==> src/rtl/stream_demux_pkg.sv <==
// Shared types and elaboration helpers for the stream demultiplexer.
package stream_demux_pkg;

  typedef enum logic [1:0] {
    IDLE = 2'd0,
    PKT  = 2'd1,
    DROP = 2'd2
  } state_t;

  // True when a select of sel_w bits can address every one of num_ch channels.
  function automatic bit sel_w_fits(input int unsigned sel_w, input int unsigned num_ch);
    return (64'd1 << sel_w) >= 64'(num_ch);
  endfunction

  // Value at which a cnt_w-bit counter stops incrementing.
  function automatic logic [63:0] cnt_sat_val(input int unsigned cnt_w);
    return (64'd1 << cnt_w) - 64'd1;
  endfunction

endpackage

==> src/rtl/stream_demux_oreg.sv <==
// One-entry output pipeline register: holds a beat and its channel until that
// channel's ready drains it; reloads in the same cycle it drains.
module stream_demux_oreg #(
  parameter int unsigned DATA_W = 8,
  parameter int unsigned NUM_CH = 4,
  parameter int unsigned CH_W   = 2
) (
  input  logic              clk,
  input  logic              rst_n,
  input  logic              load,
  input  logic [CH_W-1:0]   load_ch,
  input  logic [DATA_W-1:0] load_data,
  input  logic              load_last,
  input  logic [NUM_CH-1:0] m_ready,
  output logic              can_load_c,
  output logic              o_vld,
  output logic [NUM_CH-1:0] m_valid,
  output logic [DATA_W-1:0] m_data,
  output logic              m_last
);

  logic [CH_W-1:0] o_ch;
  logic            drain;

  assign drain      = o_vld && m_ready[o_ch];
  assign can_load_c = !o_vld || m_ready[o_ch];

  // Payload and channel only change on load, so a stalled beat stays stable.
  always_ff @(posedge clk or negedge rst_n) begin
    if (!rst_n) begin
      o_vld  <= 1'b0;
      o_ch   <= '0;
      m_data <= '0;
      m_last <= 1'b0;
    end else if (load) begin
      o_vld  <= 1'b1;
      o_ch   <= load_ch;
      m_data <= load_data;
      m_last <= load_last;
    end else if (drain) begin
      o_vld  <= 1'b0;
    end
  end

  always_comb begin
    m_valid       = '0;
    m_valid[o_ch] = o_vld;
  end

endmodule

==> src/rtl/stream_demux.sv <==
// Registered 1-to-NUM_CH packet demultiplexer: locks the route per packet,
// discards and counts packets whose select is out of range.
module stream_demux
  import stream_demux_pkg::*;
#(
  parameter int unsigned DATA_W = 8,
  parameter int unsigned NUM_CH = 4,
  parameter int unsigned SEL_W  = 3,
  parameter int unsigned CNT_W  = 16
) (
  input  logic              clk,
  input  logic              rst_n,
  input  logic              enable,
  input  logic              s_valid,
  output logic              s_ready,
  input  logic [DATA_W-1:0] s_data,
  input  logic [SEL_W-1:0]  s_sel,
  input  logic              s_last,
  output logic [NUM_CH-1:0] m_valid,
  input  logic [NUM_CH-1:0] m_ready,
  output logic [DATA_W-1:0] m_data,
  output logic              m_last,
  output logic              busy,
  output logic [CNT_W-1:0]  drop_cnt
);

  localparam int unsigned      CH_W    = $clog2(NUM_CH);
  localparam logic [CNT_W-1:0] CNT_MAX = CNT_W'(cnt_sat_val(CNT_W));

  if (!sel_w_fits(SEL_W, NUM_CH)) begin : g_bad_sel_w
    $error("stream_demux: SEL_W too narrow for NUM_CH");
  end

  state_t          state, state_nxt;
  logic [CH_W-1:0] lock_ch;
  logic [CH_W-1:0] load_ch;
  logic            s_ready_c;
  logic            accept;
  logic            load;
  logic            drop_inc;
  logic            sel_bad;
  logic            can_load_c;
  logic            o_vld;

  assign sel_bad = 32'(s_sel) >= NUM_CH;
  assign accept  = s_valid && s_ready_c;
  assign s_ready = s_ready_c;
  assign busy    = (state != IDLE) || o_vld;

  always_ff @(posedge clk or negedge rst_n) begin
    if (!rst_n) state <= IDLE;
    else        state <= state_nxt;
  end

  always_comb begin
    state_nxt = state;
    unique case (state)
      IDLE:    if (accept && !s_last) state_nxt = sel_bad ? DROP : PKT;
      PKT:     if (accept && s_last)  state_nxt = IDLE;
      DROP:    if (accept && s_last)  state_nxt = IDLE;
      default: state_nxt = IDLE;
    endcase
  end

  // A bad select is swallowed even when the output register is full.
  always_comb begin
    s_ready_c = 1'b0;
    load      = 1'b0;
    drop_inc  = 1'b0;
    load_ch   = lock_ch;
    unique case (state)
      IDLE: begin
        s_ready_c = enable && (sel_bad || can_load_c);
        load      = s_valid && s_ready_c && !sel_bad;
        drop_inc  = s_valid && s_ready_c && sel_bad;
        load_ch   = CH_W'(s_sel);
      end
      PKT: begin
        s_ready_c = can_load_c;
        load      = s_valid && can_load_c;
      end
      DROP:    s_ready_c = 1'b1;
      default: s_ready_c = 1'b0;
    endcase
    if (!rst_n) begin
      s_ready_c = 1'b0;
      load      = 1'b0;
      drop_inc  = 1'b0;
    end
  end

  always_ff @(posedge clk or negedge rst_n) begin
    if (!rst_n) begin
      lock_ch  <= '0;
      drop_cnt <= '0;
    end else begin
      if (state == IDLE && load)          lock_ch  <= load_ch;
      if (drop_inc && drop_cnt != CNT_MAX) drop_cnt <= drop_cnt + CNT_W'(1);
    end
  end

  stream_demux_oreg #(
    .DATA_W (DATA_W),
    .NUM_CH (NUM_CH),
    .CH_W   (CH_W)
  ) u_oreg (
    .clk        (clk),
    .rst_n      (rst_n),
    .load       (load),
    .load_ch    (load_ch),
    .load_data  (s_data),
    .load_last  (s_last),
    .m_ready    (m_ready),
    .can_load_c (can_load_c),
    .o_vld      (o_vld),
    .m_valid    (m_valid),
    .m_data     (m_data),
    .m_last     (m_last)
  );

endmodule
==> config.mk <==
export PLATFORM = sky130hd
export DESIGN_NAME = stream_demux
export DESIGN_NICKNAME = d
export VERILOG_FILES = /design/src/rtl/stream_demux_pkg.sv /design/src/rtl/stream_demux_oreg.sv /design/src/rtl/stream_demux.sv
export SDC_FILE = /design/constraint.sdc
export NUM_CORES = 1
export LEC_CHECK = 0
export CORE_UTILIZATION = 60
export DETAILED_ROUTE_END_ITERATION = 12
export DONT_BUFFER_PORTS = 1
export GPL_TIMING_DRIVEN = 0
export PLACE_DENSITY = 0.78
export SYNTH_ARGS = -nofsm -noshare
export SYNTH_HDL_FRONTEND = slang
export SYNTH_SLANG_ARGS = --single-unit
==> constraint.sdc <==
create_clock -name clk -period 2.6 [get_ports clk]
set_clock_uncertainty 0.1 [all_clocks]
set_input_delay 0.52 -clock clk [delete_from_list [all_inputs] [get_ports clk]]
set_output_delay 0.52 -clock clk [all_outputs]
set_load 0.005 [all_outputs]
# Word level (Yosys, flattened, before mapping)

Cells that the tools add are included.

Add/subtract/negate cells: 1
Magnitude comparators: 3
Equality and inequality tests: 5
Muxes and demuxes: 17
Bitwise gates (word level): 1
Reductions and logical operators: 23

Operators by type and width:

| kind                                                   | number |
|---|---|
| adder 16 x 1 -> 16 bit (second input constant)         | 1 |
| inequality test 16 bit (second input constant)         | 1 |
| logical AND 1 bit                                      | 12 |
| two-way mux 1 bit                                      | 8 |
| two-way mux 2 bit                                      | 4 |
| AND 4 bit                                              | 1 |
| case mux 2 bit (2 select lines)                        | 1 |
| nonzero test 2 bit                                     | 2 |
| >= comparator 3 bit (second input constant)            | 1 |
| logical NOT 1 bit                                      | 3 |
| logical OR 1 bit                                       | 3 |
| < comparator 2 x 3 -> 1 bit (second input constant)    | 1 |
| case mux 1 bit (3 select lines)                        | 1 |
| binary-select mux 1 bit (select 2 bit)                 | 1 |
| demux 1 bit (select 2 bit)                             | 1 |
| == test 2 x 1 -> 1 bit (second input constant)         | 1 |
| == test 2 bit (second input constant)                  | 1 |
| >= comparator 2 x 1 -> 1 bit (second input constant)   | 1 |
| logical NOT 2 bit                                      | 1 |
| inequality test 2 x 1 -> 1 bit (second input constant) | 1 |
| inequality test 2 bit (second input constant)          | 1 |
| case mux 1 bit (2 select lines)                        | 1 |
| AND reduction 2 bit                                    | 1 |
| OR reduction 2 bit                                     | 1 |

Register bits after elaboration: 32
Output and inout port bits: 31
Logic and storage cells: 57

# Logic depth before layout (Yosys ltp)

Depth in word-level cells: 11
Mapped depth: 8

# By module

Synthesis repeated with hierarchy kept, for this count alone.

Cell total of the unflattened synthesis: 144
Area total of the unflattened synthesis: 1671.6 um2

Modules (own cells, without submodules):

| module            | instances | cells an instance | area each (um2) | sequential area each (um2) |
|---|---|---|---|---|
| stream_demux      | 1         | 111               | 1174.9          | 500.5 |
| stream_demux_oreg | 1         | 33                | 496.7           | 300.3 |

# Worst setup path after synthesis

OpenSTA, ideal clock, no wires.

Kind: reg2reg
From: register drop_cnt[0]
To: register drop_cnt[1]
Library setup time: 127 ps
Data arrival time: 1717 ps
Data required time: 2373 ps
Slack: 655 ps
Stages on the path, launching flop included: 7
Path buffers: 1
Clock period less this slack: 1945 ps
Cell sequence: dfrtp_1 > ha_1 > nand2_1 > or3_4 > o31ai_4 > buf_6 > mux2_1

Cells in the longest elaborated chain, start to end: 2
Elaborated cells between the ends (all ways): 3
Those cells by class: 1 x add/sub; 1 x eq/ne; 1 x reduce/logical

RTL lines:

| what                                                           | line               | text |
|---|---|---|
| from (decl)                                                    | stream_demux.sv:24 | `output logic [CNT_W-1:0] drop_cnt` |
| from (signal assigned)                                         | stream_demux.sv:98 | `if (drop_inc && drop_cnt != CNT_MAX) drop_cnt <= drop_cnt + CNT_W'(1);` |
| branches (longest 2 deep; another with adder 16 x 1 -> 16 bit) | -                  |  |

Parallel ways; which one is timed is not known.
A chain may end at the register's enable or synchronous reset.

# Final worst setup path

From: register state[0]
To: output s_ready

Cells in the longest elaborated chain, start to end: 3
Elaborated cells between the ends (all ways): 5
Those cells by class: 2 x eq/ne; 2 x mux; 1 x reduce/logical

RTL lines:

| what                                  | line               | text |
|---|---|---|
| from (decl)                           | stream_demux.sv:34 | `state_t state, state_nxt;` |
| from (signal assigned)                | stream_demux.sv:52 | `else state <= state_nxt;` |
| == test 2 bit (tied with other cells) | stream_demux.sv:71 | `unique case (state)` |
| case mux 1 bit (3 select lines) *     | stream_demux.sv:71 |  |
| two-way mux 1 bit *                   | stream_demux.sv:85 | `if (!rst_n) begin` |
| to (decl)                             | stream_demux.sv:15 | `output logic s_ready,` |

Mark *: on every way between the ends. The rest lies on a longest branch, timed or not.

==> tab_implementation.tex <==
\begin{tabular}{lr}
\hline
Metric & Value \\
\hline
\multicolumn{2}{l}{\textbf{Outcome}} \\
\quad Run status & complete, no violations \\
\multicolumn{2}{l}{\textbf{Critical path}} \\
\quad Category of the most critical setup path & reg -> out \\
\quad Cell breakdown of the critical path & inv\_1 -> ha\_1 -> clkbuf\_4 -> a21oi\_1 -> a21oi\_1 -> nor2\_1 -> nor3b\_1 \\
\quad Crit path max fanout & 10 \\
\quad Highest-delay cell along the critical path & sky130\_fd\_sc\_hd\_\_dfrtp\_1 \\
\quad Most frequent CP cell & sky130\_fd\_sc\_hd\_\_a21oi\_1 \\
\quad CP bufs+invs & 2 \\
\quad Req. time, crit path & 1.98 ns \\
\quad Top cell family by delay on the critical path & flip-flops \\
\quad Critical Path End Type & output pin \\
\quad Largest incremental delay on the critical path & 0.46 ns \\
\quad Worst setup SP type & flip-flop \\
\quad Arrival time of the worst setup path & 1.81 ns \\
\multicolumn{2}{l}{\textbf{Placement}} \\
\quad Post-detailed-placement cell area & 1700 um\^{}2 \\
\quad GP Congestion & 0.758 \\
\quad Post-DP HPWL & 2230 um \\
\quad Port buffer count & 0 \\
\multicolumn{2}{l}{\textbf{STA}} \\
\quad Final hold vios & 0 \\
\quad Worst-case hold slack & 0.220 ns \\
\quad Clock period minus worst slack & 2.43 ns \\
\quad Worst-margin pin slew & 0.351 ns \\
\quad Final setup violating endpoints & 0 \\
\quad Slew HR & 76.5\% \\
\quad Crit share post-route & 93.6\% \\
\quad Final-report max-slew violation count & 0 \\
\quad Setup repair after global routing missed its margin & no \\
\quad Final total negative setup slack & 0 ns \\
\quad Max frequency & 411 MHz \\
\multicolumn{2}{l}{\textbf{CTS}} \\
\quad Root buffer cell & sky130\_fd\_sc\_hd\_\_clkbuf\_4 \\
\quad TritonCTS Buffers & 5 \\
\quad Clk slew on worst S/H paths & 0.10 ns \\
\quad Clock insertion delay at the later pin of the skew report & 0.32 ns \\
\quad Clock tree from TritonCTS & yes \\
\quad H-Tree Level Count & 2 \\
\quad Clk sink count & 32 \\
\quad Max clock buf depth & 2 \\
\multicolumn{2}{l}{\textbf{GRT}} \\
\quad Global-route usage over all layers & 23.0\% \\
\quad Congestion Overflow GR & 0 \\
\quad Maximum number of pins on one net before global-route repair & 33 \\
\quad First-pass GRT wire length & 4730 um \\
\quad Number of global-route vias before repair & 1092 \\
\quad Antenna violations before repair & 0 \\
\multicolumn{2}{l}{\textbf{Drt}} \\
\quad Number of detailed-routing iterations run before antenna repair & 4 \\
\quad Via count of the routed design & 1136 \\
\quad Average wire per standard cell & 15.9 um \\
\quad Detailed Route Iter0 Violations & 6 \\
\quad Vias per Instance & 5.95 \\
\quad Final Routed Wirelength & 3030 um \\
\quad Number of nets with antenna violations after detailed routing & 0 \\
\quad Number of remaining DRC errors & 0 \\
\multicolumn{2}{l}{\textbf{Synthesis}} \\
\quad Count of different cell masters after synthesis & 38 \\
\quad Most used DFF post-synth & sky130\_fd\_sc\_hd\_\_dfrtp\_1 \\
\quad Sequential element share of the synthesized area & 48.0\% \\
\quad Net count of the mapped netlist & 176 \\
\quad Number of warnings issued by yosys & 0 \\
\quad Netlist area before placement & 1670 um\^{}2 \\
\quad Share of synthesized registers carrying an async set or reset & 100\% \\
\quad Number of synthesized register bits & 32 \\
\quad EDFF count, synth & 0 \\
\quad Average size of a mapped cell & 11.0 um\^{}2 \\
\quad Number of instances in the synthesized netlist & 151 \\
\multicolumn{2}{l}{\textbf{Flow run}} \\
\quad Maximum capacitance violations & 0 \\
\multicolumn{2}{l}{\textbf{Worst hold path}} \\
\quad Class of the worst hold path & in -> reg \\
\multicolumn{2}{l}{\textbf{Pwr}} \\
\quad Final total power & 1.55 mW \\
\quad Power density relative to cell area & 863 nW/um\^{}2 \\
\quad VDD IR-drop max & 0.000643 V \\
\quad Leakage & 0.800 nW \\
\multicolumn{2}{l}{\textbf{Final layout}} \\
\quad Share of cells above drive strength 1 & 16.8\% \\
\quad Commonest cells after routing, fill and taps aside & sky130\_fd\_sc\_hd\_\_dfrtp\_1, sky130\_fd\_sc\_hd\_\_nor2\_1 \\
\quad Fill cells & 191 \\
\quad Finished Core Util & 70.6\% \\
\quad Area delta synth->final & 7.88\% \\
\quad Post-layout nets & 185 \\
\quad Area taken by multi-input logic gates & 808 um\^{}2 \\
\quad Area of all sequential standard cells & 801 um\^{}2 \\
\quad Post-layout instance area & 1800 um\^{}2 \\
\quad Most frequent standard cell in the layout excluding fill and tap cells & sky130\_fd\_sc\_hd\_\_dfrtp\_1 \\
\quad ANT cells & 0 \\
\multicolumn{2}{l}{\textbf{Die}} \\
\quad Die area & 2990 um\^{}2 \\
\quad Num ports & 51 \\
\quad Placeable core area & 2540 um\^{}2 \\
\quad Die width & 54.7 um \\
\quad Effective utilization at floorplan & 65.5\% \\
\quad Height of the chip & 54.7 um \\
\quad Row Count & 18 \\
\hline
\end{tabular}
per-layer routing:
| metal | vias up | wire (um) | GRT usage, % |
|---|---|---|---|
| met1 | 552 | 1260 | 26.8 |
| met3 | 0 | 170 | 7.78 |
| met2 | 35 | 1600 | 40.6 |
| met4 | 0 | 0 | 5.13 |
| met5 | - | 0 | 0 |
| li1 | 549 | - | - |
synthesized netlist by cell type (2+ instances only):
cell type	count	area share [%]
sky130_fd_sc_hd__or3_1	2	0.75
sky130_fd_sc_hd__buf_6	2	1.4
sky130_fd_sc_hd__nand3b_1	3	1.4
sky130_fd_sc_hd__mux2_1	8	5.4
sky130_fd_sc_hd__nor2_1	15	3.4
sky130_fd_sc_hd__xor2_1	8	4.2
sky130_fd_sc_hd__nand2_1	8	1.8
sky130_fd_sc_hd__nand3_1	7	2.1
sky130_fd_sc_hd__dfrtp_1	32	48
sky130_fd_sc_hd__nor3_1	4	1.2
sky130_fd_sc_hd__mux2_2	6	4.1
sky130_fd_sc_hd__nand4_1	7	2.6
sky130_fd_sc_hd__o211ai_1	2	0.90
sky130_fd_sc_hd__mux2i_1	2	1.2
sky130_fd_sc_hd__nor4_1	2	0.75
sky130_fd_sc_hd__a21oi_1	5	1.5
sky130_fd_sc_hd__ha_1	5	3.8
sky130_fd_sc_hd__inv_1	8	1.8
sky130_fd_sc_hd__xnor2_1	6	3.2
cells by family after synthesis:
logic type | after synthesis | synth area share, %
flip-flops | 32 | 48.0
XOR/XNOR | 14 | 7.36
AND/OR/NAND/NOR | 60 | 20.1
buffers and inverters | 11 | 3.45
multiplexers | 16 | 10.7
AO/OA/AOI/OAI | 13 | 6.61
adder cells (fa/ha/maj) | 5 | 3.75
area by class of cell:
cell class                      count  share of cell area (%)
Clock inverter                      2                   0.557
Inverter                            8                    1.67
Clock buffer                        6                    2.85
Tap cell                           30                    2.09
Sequential cell                    32                    44.5
Buffer                              3                    1.67
Timing Repair Buffer                2                    1.67
Multi-Input combinational cell    108                    45.0
power breakdown:
| part | internal [mW] | total (mW) | switching, mW | leakage (nW) |
|---|---|---|---|---|
| Combinational | 0.230 | 0.479 | 0.250 | 0.360 |
| Sequential | 0.643 | 0.778 | 0.135 | 0.402 |
| Clock | 0.129 | 0.295 | 0.166 | 0.0380 |
| Total | 1.00 | 1.55 | 0.551 | 0.800 |
registers in the layout (all words and copies together) (netlist names):
register and flops:
drop_cnt 16, u_oreg.o_vld 1, state 2, u_oreg.m_last 1, u_oreg.o_ch 2, lock_ch 2
u_oreg.m_data 8
final timing paths:
kind                                         start                      endpoint  slack (ns)  cells past startpoint
setup / recovery              state[0]$_DFFE_PN0P_                       s_ready        0.17                      7
hold / removal                           s_data[7]  u_oreg.m_data[7]$_DFFE_PN0P_        0.22                      1
setup reg to reg           drop_cnt[0]$_DFFE_PN0P_       drop_cnt[1]$_DFFE_PN0P_        0.43                      6
hold reg to reg             lock_ch[0]$_DFFE_PN0P_        lock_ch[0]$_DFFE_PN0P_        0.40                      1
max in group asynchronous                    rst_n      drop_cnt[10]$_DFFE_PN0P_        1.70                      2
min in group asynchronous                    rst_n  u_oreg.m_data[4]$_DFFE_PN0P_        0.53                      2
timing repair:
action,in CTS,in global routing
buffers inserted,0,0
gates resized for setup,0,1
hold buffers,2,0
setup endpoints to repair,0,1
endpoints found under the hold margin,32,0
stage by stage:
stage | setup WS, ns | std cells
3_3_place_gp | 0.498 | 181
3_5_place_dp | 0.419 | 181
5_1_grt | 0.0207 | 191
6_report | 0.166 | 191
4_1_cts | 0.136 | 191
2_1_floorplan | 0.655 | 151
Note: power is estimated with default switching activity, not from simulation.
